### src/rtl/reg_writeback.sv
// reg_writeback: write-side front end for the register file.
// Merges single-cycle ALU results and buffered load results onto the single
// register-file write port. The ALU always has priority. A buffered load is
// "killed" when a younger ALU write targets the same register. A killed load
// stays in the buffer and is drained one per cycle without being written.
//
// Ports:
//   clk, rst                      clock, synchronous active-high reset
//   aluValid/aluNum/aluData       ALU result, always accepted
//   memValid/memReady             load-result handshake
//   memNum/memData                load destination and data
//   wrData/wrNum/regWrite         registered register-file write port
//   pendingMask                   per-register flag for live buffered loads
//   fifoCount                     buffer occupancy, counting live and dead entries
module reg_writeback #(
    parameter int DATA_WIDTH    = 32,
    parameter int REG_NUM_WIDTH = 3,
    parameter int FIFO_DEPTH    = 4
) (
    input  logic                            clk,
    input  logic                            rst,
    input  logic                            aluValid,
    input  logic [REG_NUM_WIDTH-1:0]        aluNum,
    input  logic [DATA_WIDTH-1:0]           aluData,
    input  logic                            memValid,
    output logic                            memReady,
    input  logic [REG_NUM_WIDTH-1:0]        memNum,
    input  logic [DATA_WIDTH-1:0]           memData,
    output logic [DATA_WIDTH-1:0]           wrData,
    output logic [REG_NUM_WIDTH-1:0]        wrNum,
    output logic                            regWrite,
    output logic [(1<<REG_NUM_WIDTH)-1:0]   pendingMask,
    output logic [$clog2(FIFO_DEPTH):0]     fifoCount
);

    localparam int PTR_W = $clog2(FIFO_DEPTH);
    localparam int CNT_W = PTR_W + 1;
    localparam logic [CNT_W-1:0] FULL_CNT = CNT_W'(FIFO_DEPTH);

    logic [REG_NUM_WIDTH-1:0] num_q  [FIFO_DEPTH];
    logic [REG_NUM_WIDTH-1:0] num_d  [FIFO_DEPTH];
    logic [DATA_WIDTH-1:0]    data_q [FIFO_DEPTH];
    logic [DATA_WIDTH-1:0]    data_d [FIFO_DEPTH];
    logic [FIFO_DEPTH-1:0]    live_q, live_d;
    logic [PTR_W-1:0]         rd_ptr_q, rd_ptr_d;
    logic [PTR_W-1:0]         wr_ptr_q, wr_ptr_d;
    logic [CNT_W-1:0]         count_q, count_d;
    logic [DATA_WIDTH-1:0]    wr_data_q, wr_data_d;
    logic [REG_NUM_WIDTH-1:0] wr_num_q, wr_num_d;
    logic                     reg_write_q, reg_write_d;

    logic alu_hit, fifo_empty, head_live, pop_live, pop_dead, pop;
    logic accept, push;

    assign memReady  = !rst && (count_q != FULL_CNT);
    assign fifoCount = count_q;
    assign wrData    = wr_data_q;
    assign wrNum     = wr_num_q;
    assign regWrite  = reg_write_q;

    always_comb begin
        alu_hit    = aluValid && (aluNum != '0);
        fifo_empty = (count_q == '0);
        head_live  = !fifo_empty && live_q[rd_ptr_q];
        // A dead head leaves regardless of ALU traffic; a live head waits for an idle ALU.
        pop_dead   = !fifo_empty && !live_q[rd_ptr_q];
        pop_live   = head_live && !alu_hit;
        pop        = pop_live || pop_dead;
        accept     = memValid && memReady;
        // r0 loads complete the handshake but never occupy an entry.
        push       = accept && (memNum != '0);
    end

    always_comb begin
        num_d  = num_q;
        data_d = data_q;
        for (int i = 0; i < FIFO_DEPTH; i++) begin
            live_d[i] = live_q[i] && !(alu_hit && (num_q[i] == aluNum));
        end
        // Clearing live on pop keeps free slots out of pendingMask.
        if (pop) begin
            live_d[rd_ptr_q] = 1'b0;
        end
        if (push) begin
            num_d[wr_ptr_q]  = memNum;
            data_d[wr_ptr_q] = memData;
            live_d[wr_ptr_q] = !(alu_hit && (memNum == aluNum));
        end

        rd_ptr_d = pop  ? rd_ptr_q + PTR_W'(1) : rd_ptr_q;
        wr_ptr_d = push ? wr_ptr_q + PTR_W'(1) : wr_ptr_q;
        case ({push, pop})
            2'b10:   count_d = count_q + CNT_W'(1);
            2'b01:   count_d = count_q - CNT_W'(1);
            default: count_d = count_q;
        endcase

        wr_data_d   = wr_data_q;
        wr_num_d    = wr_num_q;
        reg_write_d = 1'b0;
        if (alu_hit) begin
            wr_data_d   = aluData;
            wr_num_d    = aluNum;
            reg_write_d = 1'b1;
        end else if (pop_live) begin
            wr_data_d   = data_q[rd_ptr_q];
            wr_num_d    = num_q[rd_ptr_q];
            reg_write_d = 1'b1;
        end
    end

    always_comb begin
        pendingMask = '0;
        for (int i = 0; i < FIFO_DEPTH; i++) begin
            if (live_q[i]) begin
                pendingMask[num_q[i]] = 1'b1;
            end
        end
        pendingMask[0] = 1'b0;
    end

    always_ff @(posedge clk) begin
        if (rst) begin
            for (int i = 0; i < FIFO_DEPTH; i++) begin
                num_q[i]  <= '0;
                data_q[i] <= '0;
            end
            live_q      <= '0;
            rd_ptr_q    <= '0;
            wr_ptr_q    <= '0;
            count_q     <= '0;
            wr_data_q   <= '0;
            wr_num_q    <= '0;
            reg_write_q <= 1'b0;
        end else begin
            for (int i = 0; i < FIFO_DEPTH; i++) begin
                num_q[i]  <= num_d[i];
                data_q[i] <= data_d[i];
            end
            live_q      <= live_d;
            rd_ptr_q    <= rd_ptr_d;
            wr_ptr_q    <= wr_ptr_d;
            count_q     <= count_d;
            wr_data_q   <= wr_data_d;
            wr_num_q    <= wr_num_d;
            reg_write_q <= reg_write_d;
        end
    end

endmodule

### config.mk
export PLATFORM = sky130hd
export DESIGN_NAME = reg_writeback
export DESIGN_NICKNAME = d
export VERILOG_FILES = /design/src/rtl/reg_writeback.sv
export SDC_FILE = /design/constraint.sdc
export NUM_CORES = 1
export LEC_CHECK = 0
export BUFFER_PORTS_ARGS = -buffer_cell sky130_fd_sc_hd__buf_2
export CORE_MARGIN = 2
export CORE_UTILIZATION = 50
export DETAILED_ROUTE_END_ITERATION = 8
export PLACE_DENSITY = 0.78
export SLEW_MARGIN = 15
export SYNTH_ARGS = -nofsm -noshare
export SYNTH_HDL_FRONTEND = slang
export SYNTH_SLANG_ARGS = --single-unit
export TNS_END_PERCENT = 1
### constraint.sdc
create_clock -name clk -period 4.8 [get_ports clk]
set_input_delay 0.72 -clock clk [delete_from_list [all_inputs] [get_ports clk]]
set_output_delay 0.72 -clock clk [all_outputs]
set_load 0.05 [all_outputs]
==> results.sh, run 1 <==
export IMPL_core_area_sq_um=16500
export IMPL_finalNetCount=1120
export IMPL_tightest_slew_ns=1.11
export IMPL_rows=47
export IMPL_end_kind="flip-flop"
export IMPL_portBuffers=120
export IMPL_ctsResizeCount=0
export IMPL_grt_overflow=0
export IMPL_fp_dieH_microns=134
export IMPL_layout_drive_gt1_share_pct=20.6
export IMPL_cellLeakagePower_nw=3.67
export IMPL_cts_inserted_buffers=17
export IMPL_netlist_area_sq_um=8400
export IMPL_fin_worst_skew_ns=0.00383
export IMPL_post_drt_via_cell_ratio=5.55
export IMPL_drc=0
export IMPL_die_area_sq_um=17900
export IMPL_antenna_cells=0
export IMPL_area_growth_pct=14.7
export IMPL_start_util_pct=50.8
export IMPL_dr_total_vias=7049
export IMPL_synth_top_area_share_pct=44.6
export IMPL_ys_flop_type="dfxtp_1"
export IMPL_power_frac_comb_pct=24.0
export IMPL_seq_power_share_pct=40.6
export IMPL_synth_top_cell_by_area="dfxtp_1"
export IMPL_clkSinkCount=187
export IMPL_hpwl_microns=13400
export IMPL_grt_antenna_before_repair=1
export IMPL_power_mw=4.21
export IMPL_cp_data_required_time_ns=5.16
export IMPL_worstPathMaxFanout=10
export IMPL_first_iter_violations=543
export IMPL_max_slew_margin_pct=26.0
export IMPL_holdBufCountCts=0
export IMPL_crit_type="reg -> reg"
export IMPL_power_density_nw_per_um2=437
export IMPL_yosysSeqAreaShare_pct=44.6
export IMPL_rsz0062_at_grt="no"
export IMPL_power_internal_mw=2.89
export IMPL_post_route_period_util_pct=60.5
export IMPL_die_x_microns=134
export IMPL_timing_final_hold_violations=0
export IMPL_p_clk_share_pct=35.4
export IMPL_cts_tree="yes"
export IMPL_syn_avg_cell_area_sq_um=8.66
export IMPL_post_cts_buffers=0
export IMPL_gp_congestion=0.883
export IMPL_yosys_warnings=0
export IMPL_synthCells=970
export IMPL_synth_edf_count=0
export IMPL_netlist_cell_type_count=45
export IMPL_ant_nets=0
export IMPL_drv_cap=0
export IMPL_outcome="completed"
export IMPL_path_clk_slew_ns=0.07
export IMPL_syn_num_nets=1054
export IMPL_grt_first_pass_wirelength_microns=34400
export IMPL_ir_drop_mv=0.302
export IMPL_grt_usage_pct=24.2
export IMPL_power_switching_mw=1.32
export IMPL_fmax_mhz=344
export IMPL_ioPinCount=122
export IMPL_clk_path_buf_depth=2
export IMPL_cts_root_buf="clkbuf_16"
export IMPL_insertion_delay_ns=0.43
export IMPL_wire_per_inst_microns=16.7
export IMPL_firstDrtPassIters=4
export IMPL_h_tree_depth=4
export IMPL_synthTopCellsByArea="dfxtp_1, nand2_1, mux4_2"
export IMPL_synth_async_reset_ratio_pct=0
export IMPL_hold_path_class="reg -> reg"
export IMPL_routed_wl_microns=21100
export IMPL_setup_violations_final=0
export IMPL_grt_max_degree=97
export IMPL_drv_slew=0
export IMPL_grt_pass1_vias=6914
export IMPL_swShare_pct=31.3
export IMPL_yosysMostFrequentCell="nand2_1"
export IMPL_fin_tns_setup_ns=0
export IMPL_synthTopCellsByCount="nand2_1, dfxtp_1, a21oi_1"
export IMPL_ys_ff_latch=187
export IMPL_fin_crit_ns=2.90
export IMPL_crit_path_start_kind="flip-flop"
export IMPL_arrival_ns=3.26
[per-stage QoR]
stage          setup slack, ns  instances  hold WS (ns)  util [%]  cell area [sq um]
2_1_floorplan             1.97        970         0.433         -               8400
3_3_place_gp              1.71       1237         0.439      54.5               9010
3_5_place_dp              1.66       1237         0.444      54.5               9010
4_1_cts                   1.89       1269         0.456      58.3               9640
5_1_grt                   1.65       1269         0.469      58.3               9640
6_report                  1.90       1269         0.453      58.3               9640
[power by group through the flow]
| stage | Sequential [mW] | Clock [mW] | Combinational, mW |
|---|---|---|---|
| floorplan | 1.84 | 0 | 0.686 |
| global placement | 1.74 | 0 | 0.999 |
| detailed placement | 1.74 | 0 | 1.01 |
| CTS | 1.71 | 1.50 | 1.02 |
| global route | 1.72 | 1.57 | 1.10 |
| finish | 1.71 | 1.49 | 1.01 |
[metal layers]
metal | vias up | global-route usage (%) | share of wire [%]
met5 | - | 0 | 0.066
met4 | 2 | 8.51 | 1.8
met3 | 35 | 5.48 | 6.7
met2 | 240 | 40.3 | 49
met1 | 3323 | 31.1 | 43
li1 | 3449 | - | -
[placed cells by master, fill, tap and decap left out, types with 3 or more instances in the layout]
cell,instances
clkinv_2,3
clkinvlp_4,4
a21oi_1,143
mux2i_1,33
buf_2,119
o311ai_0,4
o21ai_1,33
nor3b_1,3
nor3_1,3
dfxtp_1,185
mux4_2,36
nand2_1,321
nand4b_1,12
nor2_1,12
nor3_4,4
nor4bb_1,8
nor4_1,4
xnor2_1,5
ha_1,9
xor2_1,14
nor4b_1,4
inv_1,7
buf_4,16
a22o_1,4
bufinv_16,4
or3_1,6
clkbuf_16,17
nand4_1,9
[final timing paths]
kind	start	to	slack (ns)	depth (start not counted)
setup / recovery	fifoCount[2]	fifoCount[2]	1.90	8
hold / removal	data_q[96]	data_q[96]	0.45	2
setup reg to reg	fifoCount[2]	fifoCount[2]	1.90	8
hold reg to reg	data_q[96]	data_q[96]	0.45	2
[sequential cells by signal (all words and copies together), names as in the netlist]
signal / cells
wrData: 32
num_q: 12
wr_ptr_q: 2
live_q: 4
rd_ptr_q: 2
wrNum: 3
fifoCount: 3
data_q: 128
regWrite: 1
[cells by family (layout without fill, tap and decap cells)]
logic type	count (synthesis)	in the layout	share of synthesized area, %
other	1	1	0.0446
multiplexers	70	70	13.7
XOR/XNOR	19	19	1.98
buffers and inverters	95	174	5.20
AND/OR/NAND/NOR	392	392	20.4
AO/OA/AOI/OAI	196	196	12.5
adder cells (fa/ha/maj)	10	10	1.58
flip-flops	187	187	44.6
[critical path: stages, from the launching register on]
cell	delay (ns)
dfxtp_1	0.37
nor3b_2	0.89
or3_1	0.29
ha_1	0.21
inv_1	0.07
fa_1	0.38
xor2_1	0.18
or3_1	0.31
a21oi_1	0.14
[cell type report]
type	count	area [sq um]
Multi-Input combinational cell	688	4250
Clock inverter	14	194
Fill cell	1471	6890
Sequential cell	187	3750
Timing Repair Buffer	135	716
Inverter	7	26.3
Tap cell	220	275
Clock buffer	18	429
Note: power is estimated with default switching activity, not from simulation.
==> run 2, diff against run 1 <==
- ABC_AREA: not set -> 1
- clock period: 4.8 -> 2.8 ns (I/O delays scaled with it)
==> results.sh, run 2 <==
export IMPL_outcome="completed"
export IMPL_cts_inserted_buffers=17
export IMPL_die_area_sq_um=18500
export IMPL_fmax_mhz=434
export IMPL_setup_violations_final=0
export IMPL_portBuffers=120
export IMPL_layoutNonFillerInstCount=1491
export IMPL_yosysMostFrequentCell="o21ai_0"
export IMPL_core_area_sq_um=17200
export IMPL_synthCells=1189
export IMPL_crit_type="reg -> reg"
export IMPL_firstDrtPassIters=5
export IMPL_grt_antenna_before_repair=0
export IMPL_ioPinCount=122
export IMPL_die_x_microns=136
export IMPL_netlist_area_sq_um=8730
export IMPL_critical_path_startpoint="rd_ptr_q[0]"
export IMPL_finalNetCount=1339
export IMPL_layout_drive_gt1_share_pct=18.2
export IMPL_placed_cell_area_sq_um=9340
export IMPL_post_route_period_util_pct=82.3
export IMPL_drv_slew=0
export IMPL_hold_start="memData[15]"
export IMPL_tightest_slew_ns=0.772
export IMPL_timing_final_hold_violations=0
export IMPL_synthTopCellsByCount="o21ai_0, dfxtp_1, nor2_1"
export IMPL_synth_top_area_share_pct=42.9
export IMPL_antenna_cells=0
export IMPL_grt_max_degree=67
export IMPL_crit_path_start_kind="flip-flop"
export IMPL_hold_path_class="in -> reg"
export IMPL_yosysSeqAreaShare_pct=42.9
export IMPL_ys_ff_latch=187
export IMPL_h_tree_depth=4
export IMPL_drv_cap=0
export IMPL_first_iter_violations=783
export IMPL_final_cell_mix="o21ai_0, nor2_1, dfxtp_1"
export IMPL_fin_worst_skew_ns=0.00808
export IMPL_rows=48
export IMPL_end_kind="flip-flop"
export IMPL_ant_nets=0
export IMPL_syn_num_nets=1273
export IMPL_yosys_warnings=0
export IMPL_synth_top_cell_by_area="dfxtp_1"
export IMPL_holdBufCountCts=0
export IMPL_final_common_cell="o21ai_0"
export IMPL_synth_edf_count=0
export IMPL_synthTopCellsByArea="dfxtp_1, o21ai_0, nor2_1"
export IMPL_power_density_nw_per_um2=814
export IMPL_max_slew_margin_pct=48.5
export IMPL_worstReg2RegStart="rd_ptr_q[0]"
export IMPL_cellLeakagePower_nw=4.21
export IMPL_fin_tns_setup_ns=0
export IMPL_syn_avg_cell_area_sq_um=7.34
export IMPL_ys_flop_type="dfxtp_1"
export IMPL_ctsResizeCount=0
export IMPL_path_clk_slew_ns=0.07
export IMPL_post_drt_via_cell_ratio=5.54
export IMPL_cp_data_required_time_ns=3.17
export IMPL_dr_total_vias=8255
export IMPL_grt_usage_pct=25.7
export IMPL_final_area_sq_um=9930
export IMPL_cts_root_buf="clkbuf_16"
export IMPL_drc=0
export IMPL_post_cts_buffers=0
export IMPL_grt_overflow=0
export IMPL_start_util_pct=50.8
export IMPL_hpwl_microns=14400
export IMPL_grt_first_pass_wirelength_microns=37900
export IMPL_rrSetupSlack_ns=0.50
export IMPL_gp_congestion=0.949
export IMPL_area_growth_pct=13.7
export IMPL_fin_crit_ns=2.30
export IMPL_rsz0062_at_grt="no"
export IMPL_regMostFlops="data_q"
export IMPL_largest_reg_flops=128
export IMPL_insertion_delay_ns=0.43
export IMPL_routed_wl_microns=23700
export IMPL_clk_path_buf_depth=2
export IMPL_dp_cells=1461
export IMPL_wire_per_inst_microns=15.9
export IMPL_finalWorstSetupSlack_ns=0.497
export IMPL_worstPathMaxFanout=13
export IMPL_grt_pass1_vias=7634
export IMPL_power_mw=8.08
export IMPL_arrival_ns=2.67
export IMPL_fp_dieH_microns=136
export IMPL_cts_tree="yes"
export IMPL_synth_async_reset_ratio_pct=0
export IMPL_pre_cts_ws_ns=0.465
export IMPL_clkSinkCount=187
export IMPL_ir_drop_mv=0.560
export IMPL_netlist_cell_type_count=32
[run 2: power breakdown]
part / internal [mW] / switching (mW)
registers: 2.91 / 0.157
clock network: 1.42 / 0.992
logic: 0.764 / 1.83
total: 5.10 / 2.98
[run 2: kinds of logic after synthesis]
| kind of cell | share of synthesized area, % |
|---|---|
| adders and majority gates | 1.52 |
| buffers and inverters | 8.63 |
| xor gates and xnor gates | 1.40 |
| and+or+nand+nor | 17.0 |
| other | 0.0430 |
| AOI/OAI and AO/OA | 28.6 |
| DFF | 42.9 |
[run 2: path summary, 6_finish.rpt]
check	depth (start not counted)	to
worst max register to register	16	fifoCount[2]
worst min-delay path	3	data_q[15]
worst min register to register	2	data_q[31]
worst max-delay path	16	fifoCount[2]
[run 2: per-stage QoR]
stage / hold slack (ns) / util (%)
5_1_grt: 0.260 / 57.8
3_3_place_gp: 0.439 / 54.4
4_1_cts: 0.248 / 57.8
3_5_place_dp: 0.438 / 54.4
6_report: 0.254 / 57.8
2_1_floorplan: 0.424 / -
[run 2: area by class of cell]
type | count | area (sq um)
clock buffers | 24 | 502
clock inverters | 6 | 86.3
flip-flops and latches | 187 | 3740
fillers | 1657 | 7250
inverters | 70 | 267
repair buffers | 139 | 806
well taps | 225 | 282
multi-input cells | 840 | 4240
[run 2: critical path: stages, from the launching register on]
cell,delay (ns)
dfxtp_2,0.44
inv_2,0.11
nand2_1,0.07
nand2_1,0.05
nand2_1,0.07
o21ai_2,0.06
nand2_1,0.14
nand2_1,0.11
inv_1,0.12
ha_1,0.16
inv_1,0.07
fa_1,0.38
nor2_1,0.12
nor2_1,0.04
nand2_1,0.07
o21ai_0,0.08
a21oi_1,0.13
[run 2: metal layers]
metal  wire [microns]  global-route usage (%)  vias to the layer above
li1                 -                       -                     4127
met1            10500                    33.1                     3818
met2            11300                    42.2                      274
met3             1460                    5.00                       36
met4              503                    10.3                        0
met5                0                       0                        -
==> run 3, diff against run 2 <==
- PLACE_DENSITY: 0.78 -> 0.81
- clock period: 2.8 -> 2 ns (I/O delays scaled with it)
==> results.sh, run 3 (synthesis results as in run 2) <==
export IMPL_arrival_ns=2.24
export IMPL_ioPinCount=122
export IMPL_multiInputGateArea_sq_um=4280
export IMPL_drv_cap=0
export IMPL_rrSetupSlack_ns=0.08
export IMPL_final_common_cell="o21ai_0"
export IMPL_crit_family="adder cells"
export IMPL_area_growth_pct=16.2
export IMPL_nFillCells=1595
export IMPL_power_internal_mw=7.04
export IMPL_start_util_pct=50.8
export IMPL_first_iter_violations=691
export IMPL_grt_max_degree=66
export IMPL_crit_type="reg -> reg"
export IMPL_firstDrtPassIters=7
export IMPL_end_kind="flip-flop"
export IMPL_routed_wl_microns=23500
export IMPL_swShare_pct=37.7
export IMPL_fin_crit_ns=1.92
export IMPL_layout_drive_gt1_share_pct=20.6
export IMPL_wire_per_inst_microns=15.6
export IMPL_outcome="completed"
export IMPL_cts_tree="yes"
export IMPL_crit_path_frequent_cell="nand2_2"
export IMPL_cellLeakagePower_nw=4.31
export IMPL_p_clk_share_pct=28.0
export IMPL_timing_final_hold_violations=0
export IMPL_gp_congestion=1.00
export IMPL_largest_reg_flops=128
export IMPL_insertion_delay_ns=0.43
export IMPL_ant_nets=0
export IMPL_hold_start="memData[15]"
export IMPL_postLayoutCoreUtil_pct=59.1
export IMPL_whs_path_depth=3
export IMPL_drv_slew=0
export IMPL_path_cells="inv_4 > nand2_2 > nand2_2 > nand2_2 > o21ai_2 > nand2_2 > nand2_2 > inv_2 > ha_4 > inv_2 > fa_2 > nor2_1 > a21oi_1 > nor2_1"
export IMPL_rsz0062_at_grt="yes"
export IMPL_fin_worst_skew_ns=0.00961
export IMPL_hpwl_microns=14500
export IMPL_final_cell_mix="o21ai_0, nor2_1, dfxtp_1"
export IMPL_grt_pass1_vias=7829
export IMPL_grt_antenna_before_repair=0
export IMPL_dr_total_vias=8345
export IMPL_drc=0
export IMPL_clk_path_buf_depth=2
export IMPL_post_drt_via_cell_ratio=5.52
export IMPL_pre_cts_ws_ns=0.0230
export IMPL_worstReg2RegStart="rd_ptr_q[0]"
export IMPL_cp_data_required_time_ns=2.33
export IMPL_grt_first_pass_wirelength_microns=38000
export IMPL_final_area_sq_um=10100
export IMPL_antenna_cells=0
export IMPL_grt_usage_pct=25.7
export IMPL_hold_ws_ns=0.132
export IMPL_seq_area_sq_um=3760
export IMPL_cts_root_buf="clkbuf_16"
export IMPL_finalWorstSetupSlack_ns=0.0831
export IMPL_rr_endpoint="fifoCount[1]"
export IMPL_critPathSlowestCell="fa_2"
export IMPL_max_slew_margin_pct=60.5
export IMPL_whs_endpoint="data_q[15]"
export IMPL_grt_overflow=0
export IMPL_regMostFlops="data_q"
export IMPL_worst_path_buf_inv=3
export IMPL_finalNetCount=1359
export IMPL_seq_power_share_pct=38.0
export IMPL_rows=48
export IMPL_post_route_period_util_pct=95.8
export IMPL_ir_drop_mv=0.673
export IMPL_core_area_sq_um=17200
export IMPL_power_frac_comb_pct=34.0
export IMPL_die_x_microns=136
export IMPL_cpPeakStageDelay_ns=0.51
export IMPL_portBuffers=120
export IMPL_rr_worst_depth=14
export IMPL_tightest_slew_ns=0.592
export IMPL_power_density_nw_per_um2=1110
export IMPL_setup_violations_final=0
export IMPL_die_area_sq_um=18500
export IMPL_clkSinkCount=187
export IMPL_fp_dieH_microns=136
export IMPL_path_clk_slew_ns=0.07
export IMPL_placed_cell_area_sq_um=9580
export IMPL_worstPathMaxFanout=5
export IMPL_h_tree_depth=4
export IMPL_hold_path_class="in -> reg"
export IMPL_crit_path_start_kind="flip-flop"
export IMPL_fmax_mhz=522
export IMPL_cts_inserted_buffers=17
export IMPL_fin_tns_setup_ns=0
export IMPL_power_switching_mw=4.27
[run 3: changes by cell type in the layout (fill, tap and decap cells not counted), moves of 3 or more]
cell,change
buf_4,+15
nand2_1,-6
nand2_2,+6
buf_12,+5
clkbuf_8,-4
clkinv_4,+3
dfxtp_1,-3
dfxtp_4,+3
[run 3: what timing repair did]
item                                    CTS  global route
pin swaps                                 0             4
hold buffers                              0             0
gates resized for setup                   2             8
setup buffers                             0             0
endpoints found under the setup margin    1             2
hold endpoints to repair                  0             0
[run 3: layout make-up]
type | count | share of cell area [%]
Clock buffer | 19 | 4.37
Clock inverter | 11 | 0.987
Inverter | 70 | 2.65
Multi-Input combinational cell | 840 | 42.2
Sequential cell | 187 | 37.0
Tap cell | 225 | 2.77
Timing Repair Buffer | 159 | 10.0
[run 3: per-layer routing]
layer / wire [microns] / GRT usage [%] / part of all wire (%)
met1: 10300 / 32.3 / 44
met2: 11300 / 43.8 / 48
met3: 1600 / 5.63 / 6.8
met4: 390 / 7.87 / 1.7
met5: 0 / 0 / 0
[run 3: metrics by stage]
| stage | power [mW] | std cells |
|---|---|---|
| final | 11.3 | 1511 |
| after global routing | 12.0 | 1511 |
| after CTS | 11.3 | 1511 |
| after detailed placement | 8.11 | 1481 |
| after global placement | 8.03 | 1481 |
| after floorplan | 7.11 | 1189 |
[run 3: worst min-delay path: stages]
cell	delay, ns
buf_2	0.08
o21ai_0	0.07
nor2_1	0.08
[run 3: power by group through the flow]
stage               combinational, mW  sequential (mW)  clock, mW
finish                           3.85             4.30       3.16
global route                     4.25             4.33       3.38
CTS                              3.78             4.29       3.21
detailed placement               3.75             4.36          0
global placement                 3.68             4.35          0
floorplan                        2.23             4.88          0
[run 3: how the worst max path moves through the flow]
stage                     cells past startpoint          from  slack [ns]      endpoint
after CTS                                    16   rd_ptr_q[0]        0.01  fifoCount[2]
final                                        14   rd_ptr_q[0]        0.08  fifoCount[1]
after floorplan                               9  fifoCount[0]        -0.1  fifoCount[1]
after global placement                       16     aluNum[1]        0.03  fifoCount[2]
after global routing                         16   rd_ptr_q[0]       -0.04  fifoCount[2]
after detailed placement                     16     aluNum[1]        0.02  fifoCount[2]
